**config.mk**
```make
export PLATFORM = sky130hd
export DESIGN_NAME = pc_fetch_sequencer
export DESIGN_NICKNAME = d
export VERILOG_FILES = /design/src/rtl/pc_seq_pkg.sv /design/src/rtl/pc_next_adder.sv /design/src/rtl/pc_fetch_sequencer.sv
export SDC_FILE = /design/constraint.sdc
export NUM_CORES = 1
export LEC_CHECK = 0
export BUFFER_PORTS_ARGS = -buffer_cell sky130_fd_sc_hd__buf_2
export CAP_MARGIN = 20
export CORE_MARGIN = 10
export CORE_UTILIZATION = 56
export DETAILED_ROUTE_END_ITERATION = 16
export PLACE_DENSITY = 0.89
export SYNTH_ARGS = -nofsm -noshare
export SYNTH_HDL_FRONTEND = slang
export SYNTH_SLANG_ARGS = --single-unit
```
**constraint.sdc**
```tcl
create_clock -name clk -period 6.8 [get_ports clk]
set_clock_uncertainty 0.1 [all_clocks]
set_input_delay 0 -clock clk [delete_from_list [all_inputs] [get_ports clk]]
set_output_delay 0 -clock clk [all_outputs]
set_load 0.02 [all_outputs]
```
**src/rtl/pc_seq_pkg.sv**
```systemverilog
// Shared types and constants for the RV32I program-counter / fetch sequencer.
package pc_seq_pkg;

  typedef enum logic [1:0] {
    BOOT = 2'd0,
    REQ  = 2'd1,
    WAIT = 2'd2,
    HOLD = 2'd3
  } fetch_state_t;

  localparam int          INSTR_BYTES      = 4;
  localparam logic [31:0] DEFAULT_RESET_PC = 32'h0000_0000;

  // Branch targets must be word aligned; any low bit set is reported.
  function automatic logic is_misaligned(input logic [1:0] lsb);
    return (lsb != 2'b00);
  endfunction

endpackage

```
**src/rtl/pc_next_adder.sv**
```systemverilog
// Combinational WIDTH-bit adder used for the sequential pc + INSTR_BYTES step.
module pc_next_adder #(
  parameter int WIDTH = 32
) (
  input  logic [WIDTH-1:0] a_i,
  input  logic [WIDTH-1:0] b_i,
  output logic [WIDTH-1:0] sum_o
);

  // Modulo 2^WIDTH sum; the carry out is intentionally dropped.
  assign sum_o = a_i + b_i;

endmodule

```
**src/rtl/pc_fetch_sequencer.sv**
```systemverilog
// Program-counter sequencer: one outstanding instruction fetch, redirect
// handling with kill of stale responses, and a valid/ready hand-off to decode.
module pc_fetch_sequencer
  import pc_seq_pkg::*;
#(
  parameter int               WIDTH    = 32,
  parameter logic [WIDTH-1:0] RESET_PC = WIDTH'(DEFAULT_RESET_PC)
) (
  input  logic             clk,
  input  logic             reset,
  output logic             imem_req,
  output logic [WIDTH-1:0] imem_addr,
  input  logic             imem_gnt,
  input  logic             imem_rvalid,
  input  logic [31:0]      imem_rdata,
  input  logic             redirect,
  input  logic [WIDTH-1:0] redirect_target,
  output logic             instr_valid,
  input  logic             instr_ready,
  output logic [31:0]      instr,
  output logic [WIDTH-1:0] instr_pc,
  output logic             misalign
);

  fetch_state_t     state_q;
  logic [WIDTH-1:0] pc_q;
  logic [WIDTH-1:0] fetch_pc_q;
  logic             kill_q;
  logic [31:0]      instr_q;
  logic [WIDTH-1:0] instr_pc_q;
  logic             instr_valid_q;
  logic             misalign_q;

  logic [WIDTH-1:0] pc_inc_d;
  logic [WIDTH-1:0] redir_pc_d;

  pc_next_adder #(
    .WIDTH (WIDTH)
  ) u_pc_inc (
    .a_i   (pc_q),
    .b_i   (WIDTH'(INSTR_BYTES)),
    .sum_o (pc_inc_d)
  );

  // Redirect targets are forced onto a word boundary before loading pc.
  assign redir_pc_d = {redirect_target[WIDTH-1:2], 2'b00};

  // Fetch FSM: pc, in-flight bookkeeping and the held decode instruction.
  always_ff @(posedge clk or posedge reset) begin
    if (reset) begin
      state_q       <= BOOT;
      pc_q          <= RESET_PC;
      fetch_pc_q    <= {WIDTH{1'b0}};
      kill_q        <= 1'b0;
      instr_q       <= 32'h0000_0000;
      instr_pc_q    <= {WIDTH{1'b0}};
      instr_valid_q <= 1'b0;
      misalign_q    <= 1'b0;
    end else begin
      misalign_q <= redirect & is_misaligned(redirect_target[1:0]);
      case (state_q)
        BOOT: begin
          if (redirect) begin
            pc_q <= redir_pc_d;
          end
          state_q <= REQ;
        end
        REQ: begin
          if (imem_gnt) begin
            fetch_pc_q <= pc_q;
            pc_q       <= redirect ? redir_pc_d : pc_inc_d;
            kill_q     <= redirect;
            state_q    <= WAIT;
          end else if (redirect) begin
            pc_q <= redir_pc_d;
          end
        end
        WAIT: begin
          if (imem_rvalid) begin
            // A response for a fetch overtaken by a redirect is dropped.
            if (kill_q || redirect) begin
              kill_q  <= 1'b0;
              if (redirect) begin
                pc_q <= redir_pc_d;
              end
              state_q <= REQ;
            end else begin
              instr_q       <= imem_rdata;
              instr_pc_q    <= fetch_pc_q;
              instr_valid_q <= 1'b1;
              state_q       <= HOLD;
            end
          end else if (redirect) begin
            pc_q   <= redir_pc_d;
            kill_q <= 1'b1;
          end
        end
        HOLD: begin
          if (redirect) begin
            instr_valid_q <= 1'b0;
            pc_q          <= redir_pc_d;
            state_q       <= REQ;
          end else if (instr_ready) begin
            instr_valid_q <= 1'b0;
            state_q       <= REQ;
          end
        end
        default: begin
          state_q       <= BOOT;
          instr_valid_q <= 1'b0;
          kill_q        <= 1'b0;
        end
      endcase
    end
  end

  assign imem_req    = (state_q == REQ);
  assign imem_addr   = pc_q;
  assign instr_valid = instr_valid_q;
  assign instr       = instr_q;
  assign instr_pc    = instr_pc_q;
  assign misalign    = misalign_q;

endmodule

```
After elaboration in Yosys (flattened, before gate mapping)
Index checks and enable logic that the tools add are counted.

operators by class
  add/sub/neg operators = 1
  eq/ne operators = 9
  multiplexer cells = 22
  bitwise logic cells = 2
  reductions and logical operators = 11

operators by type and width
  cell                     count
  $mux W32                 5
  $pmux W32 S3             1
  $add A32 B3 Y32 const B  1
  $mux W2                  5
  $ne A3 B3 Y1 const B     3
  $mux W1                  8
  $pmux W2 S4              1
  $reduce_and A4 Y1        2
  $reduce_and A3 Y1        2
  $reduce_bool A2 Y1       3
  $eq A2 B2 Y1 const B     2
  $ne A2 B2 Y1 const B     2
  $pmux W1 S2              2
  $eq A2 B1 Y1 const B     1
  $logic_not A2 Y1         1
  $ne A2 B1 Y1 const B     1
  $reduce_and A2 Y1        1
  $reduce_or A2 Y1         1
  $and A1 B1 Y1            1
  $logic_or A1 B1 Y1       1
  $not A1 Y1               1

word-level totals
  register bits = 133
  word-level logic and storage cells = 53

Depth between registers and ports, before layout
  depth in word-level cells = 4
  depth in mapped cells = 8
  gate-level depth less buffers = 6

Hierarchy
From an unflattened synthesis, not the netlist that was laid out.

second synthesis, totals
  cell total of the unflattened synthesis = 859
  area, all modules = 7328.3 µm²

by module, submodules not included
  module              times used  cells an instance  area an instance (µm²)
  pc_fetch_sequencer  1           623                5602.9
  pc_next_adder       1           236                1725.4

Worst setup path after synthesis
Ideal clock, no wire load.

  path kind = register to register
  start = reg state_q[0]
  end = reg pc_q[24], in the netlist imem_addr[24]
  setup time = 0.082 ns
  arrival = 1.849 ns
  slack = 4.769 ns
  cell stages (with the launch flop) = 9
  cells stage by stage = dfrtp_1 -> inv_1 -> ha_1 -> buf_2 -> nand3b_1 -> nand4_4 -> buf_6 -> or4_1 -> a31oi_1

on the way
  longest elaborated chain between the ends = 3
  elaborated cells between the ends (all ways) = 7

RTL lines
  item                                              RTL line                  text
  from (decl)                                       pc_fetch_sequencer.sv:25  fetch_state_t state_q;
  from (signal assigned)                            pc_fetch_sequencer.sv:51  state_q <= BOOT;
  from (signal assigned)                            pc_fetch_sequencer.sv:66  state_q <= REQ;
  from (signal assigned)                            pc_fetch_sequencer.sv:73  state_q <= WAIT;
  $eq A2 B2 Y1 or $logic_not A2 Y1 (tied branches)  pc_fetch_sequencer.sv:61  case (state_q)
  $reduce_or A2 Y1 (no line)                        --
  $pmux W32 S3                                      pc_fetch_sequencer.sv:61
  to (signal assigned)                              pc_fetch_sequencer.sv:64  pc_q <= redir_pc_d;
  to (signal assigned)                              pc_fetch_sequencer.sv:71  pc_q <= redirect ? redir_pc_d : pc_inc_d;
  to (signal assigned)                              pc_fetch_sequencer.sv:75  pc_q <= redir_pc_d;
  to (decl)                                         pc_fetch_sequencer.sv:26  logic [WIDTH-1:0] pc_q;

Several ways; a longest one is shown, not always the timed one.
A chain may end at the register's enable or synchronous reset.

Final worst setup path
  start = reg state_q[0]
  end = reg pc_q[2], in the netlist imem_addr[2]

Same word-level chain as after synthesis.

==> impl_results.md <==
* Status: completed
* Syn Nets at 697
* Worst r2r src: state_q[0]
* Setup violations, final at 0
* First-pass GRT wire length at 30.8 mm
* FP Rows at 37
* Cts hold-fix bufs at 80
* Seq/Total Area, Yosys at 55.6%
* Largest net degree at the start of global routing at 79
* Crit start category: flip-flop
* Worst Setup SP: state_q[0]
* Worst skew pair latency at 0.55 ns
* Syn Inst Count at 622
* Area of the multi-input gates at 2470 um2
* DR iter-0 viols at 772
* Number of port buffers at 168
* Initial antenna violation count at 3
* Layout cells sized above 1 at 27.8%
* Slew Limit Headroom at 35.7%
* Vias in the first global route at 5963
* Unrepaired setup endpoints after global routing: false
* Crit Path Class: flip-flop to flip-flop
* Tot Pwr at 0.00317 W
* Worst-margin pin slew at 0.964 ns
* Register area at 3330 um2
* Initial Utilization at 57.7%
* CTS H-Tree Depth at 4
* Total GRT Usage at 25.9%
* Crit path DAT at 3.45 ns
* EDFF count, synth at 0
* Dpl hpwl at 11.5 mm
* Crit. End Element: flip-flop
* CTS max path bufs at 2
* Root Driver: clkbuf_8
* Die area at 15200 um2
* Post-layout util at 79.5%
* Power per Cell Area at 384 nW/um2
* CP Max Fanout at 65
* Max_cap viols at 0
* Mapped Avg Cell Area at 9.63 um2
* CTS tree: done
* Worst hold path class: primary input to flip-flop
* Placer congestion estimate at 0.856
* Final hold vios at 0
* Crit path time final at 3.12 ns
* Post-route setup TNS at 0 ns
* Mapped Area at 5990 um2
* Max Clk Rate at 320 MHz
* Setup Fix Bufs, Post-CTS at 0
* Tcrit/Tclk final at 45.9%
* Peak supply drop at 0.000214 V
* Final Slew Violations at 0
* Core area at 10400 um2
* Leakage at 4.12 nW
* IO Count at 169
* Num CTS Buffers at 17
* Post-synth ARST share at 100%
* Routed Antenna Nets at 0
* Unique masters post-synth at 54
* Die Width at 123 um
* Sink Count at 133
* Fill cells at 594
* Yosys warns at 0
* Drt wl/cell at 19.8 um
* Drt via density at 5.96
* Seq cells post-synth at 133
* Hold Crit Start: instr_ready
* Congestion Overflow GR at 0
* Detailed Route WL at 19.9 mm
* Drt pass-1 iters at 5
* Drc violations at 0
* Final Net Count at 929
* Syn-to-layout area delta at 37.7%
* Clock Pin Slew Worst Setup and Hold Paths at 0.06 ns
* Worst EP required at 7.12 ns
* Hold_ws at 0.0306 ns
* Post-CTS Resized at 0
* Most common cell after layout, fill and taps aside: nand2_1
* Die height at 123 um
* Commonest non-fill, non-tap cells in the layout: 211 x nand2_1, 168 x buf_2, 133 x dfrtp_1
* Via count at 5976
* Ys flop type: dfrtp_1
final cells by class:
| class | instances | share of cell area, % |
|---|---|---|
| Antenna cell | 3 | 0.0910 |
| Timing Repair Buffer | 252 | 20.7 |
| Clock inverter | 4 | 0.243 |
| Inverter | 8 | 0.425 |
| Sequential cell | 133 | 40.4 |
| Multi-Input combinational cell | 442 | 29.9 |
| Clock buffer | 25 | 6.23 |
| Tap cell | 136 | 2.06 |
per-layer routing:
metal	track usage [%]	routed length, um	vias up
li1	-	-	2600
met1	30.2	7460	2897
met2	42.3	9570	392
met3	7.43	2010	87
met4	14.7	835	0
met5	0	0	-
kinds of logic (layout without fill, tap and decap cells):
kind of cell             Yosys count  count (layout)  synth area share (%)
buffers and inverters             47             289                  3.51
AND/OR/NAND/NOR                  321             321                  24.8
other                              0               3                     0
multiplexers                      32              32                  6.00
AO/OA/AOI/OAI                     82              82                  8.73
XOR/XNOR                           2               2                 0.293
flip-flops                       133             133                  55.6
adder cells (fa/ha/maj)            5               5                  1.04
registers in the layout (all words and copies together) (netlist names):
register / cells
instr_valid: 1
misalign: 1
fetch_pc_q: 32
instr_pc: 32
kill_q: 1
state_q: 2
imem_addr: 32
instr: 32
per-stage QoR:
stage / setup slack (ns) / cell area [um2] / instances
after floorplan: 3.15 / 5990 / 622
after global placement: 4.29 / 6860 / 889
after detailed placement: 4.14 / 6860 / 889
after CTS: 3.76 / 8190 / 998
after global routing: 3.49 / 8250 / 1003
final: 3.68 / 8250 / 1003
cell usage after synthesis (2+ instances only):
cell / count / area, um2
nand2_1: 212 / 796
dfrtp_1: 133 / 3330
mux2_2: 31 / 349
clkbuf_1: 26 / 97.6
nor2_1: 25 / 93.8
a31oi_1: 17 / 106
nand3_1: 15 / 75.1
o21ai_0: 15 / 75.1
a21oi_1: 14 / 70.1
or4_1: 13 / 97.6
o31ai_1: 11 / 82.6
and3_1: 9 / 56.3
inv_1: 8 / 30.0
nand4_1: 7 / 43.8
nor3_1: 6 / 30.0
buf_2: 5 / 25.0
ha_1: 5 / 62.6
nor3b_1: 5 / 37.5
and4_1: 4 / 35.0
o21ai_1: 4 / 20.0
o22ai_1: 4 / 25.0
or3_1: 4 / 25.0
and2_1: 3 / 18.8
buf_4: 3 / 22.5
nand4_4: 3 / 63.8
nor4_1: 3 / 18.8
a22oi_1: 2 / 15.0
a311oi_1: 2 / 17.5
a32oi_1: 2 / 17.5
buf_1: 2 / 7.51
buf_6: 2 / 22.5
nand2b_1: 2 / 12.5
nor2b_1: 2 / 12.5
o211ai_1: 2 / 15.0
xor2_1: 2 / 17.5
report_power, final:
group          switching (W)  total (W)  internal [W]  leakage [nW]
combinational       0.000658    0.00107      0.000410          2.22
sequential          0.000197    0.00127       0.00107          1.63
clock               0.000323   0.000830      0.000507         0.272
final timing paths:
| kind | end | slack (ns) | depth (start not counted) |
|---|---|---|---|
| setup / recovery | imem_addr[2] | 3.68 | 8 |
| hold / removal | state_q[1] | 0.03 | 4 |
| setup reg to reg | imem_addr[2] | 3.68 | 8 |
| hold reg to reg | instr_pc[10] | 0.36 | 2 |
| max in group asynchronous | fetch_pc_q[26] | 4.70 | 5 |
| min in group asynchronous | instr[2] | 0.54 | 4 |
worst max-delay path: stages, from the launching register on:
cell	delay, ns
dfrtp_1	0.41
inv_1	0.09
ha_1	0.37
and4bb_2	0.47
buf_4	0.60
nor3_1	0.12
a21oi_1	0.15
o21ai_1	0.07
dlygate4sd3_1	0.60
No activity file was read; power rests on OpenSTA's default activity.
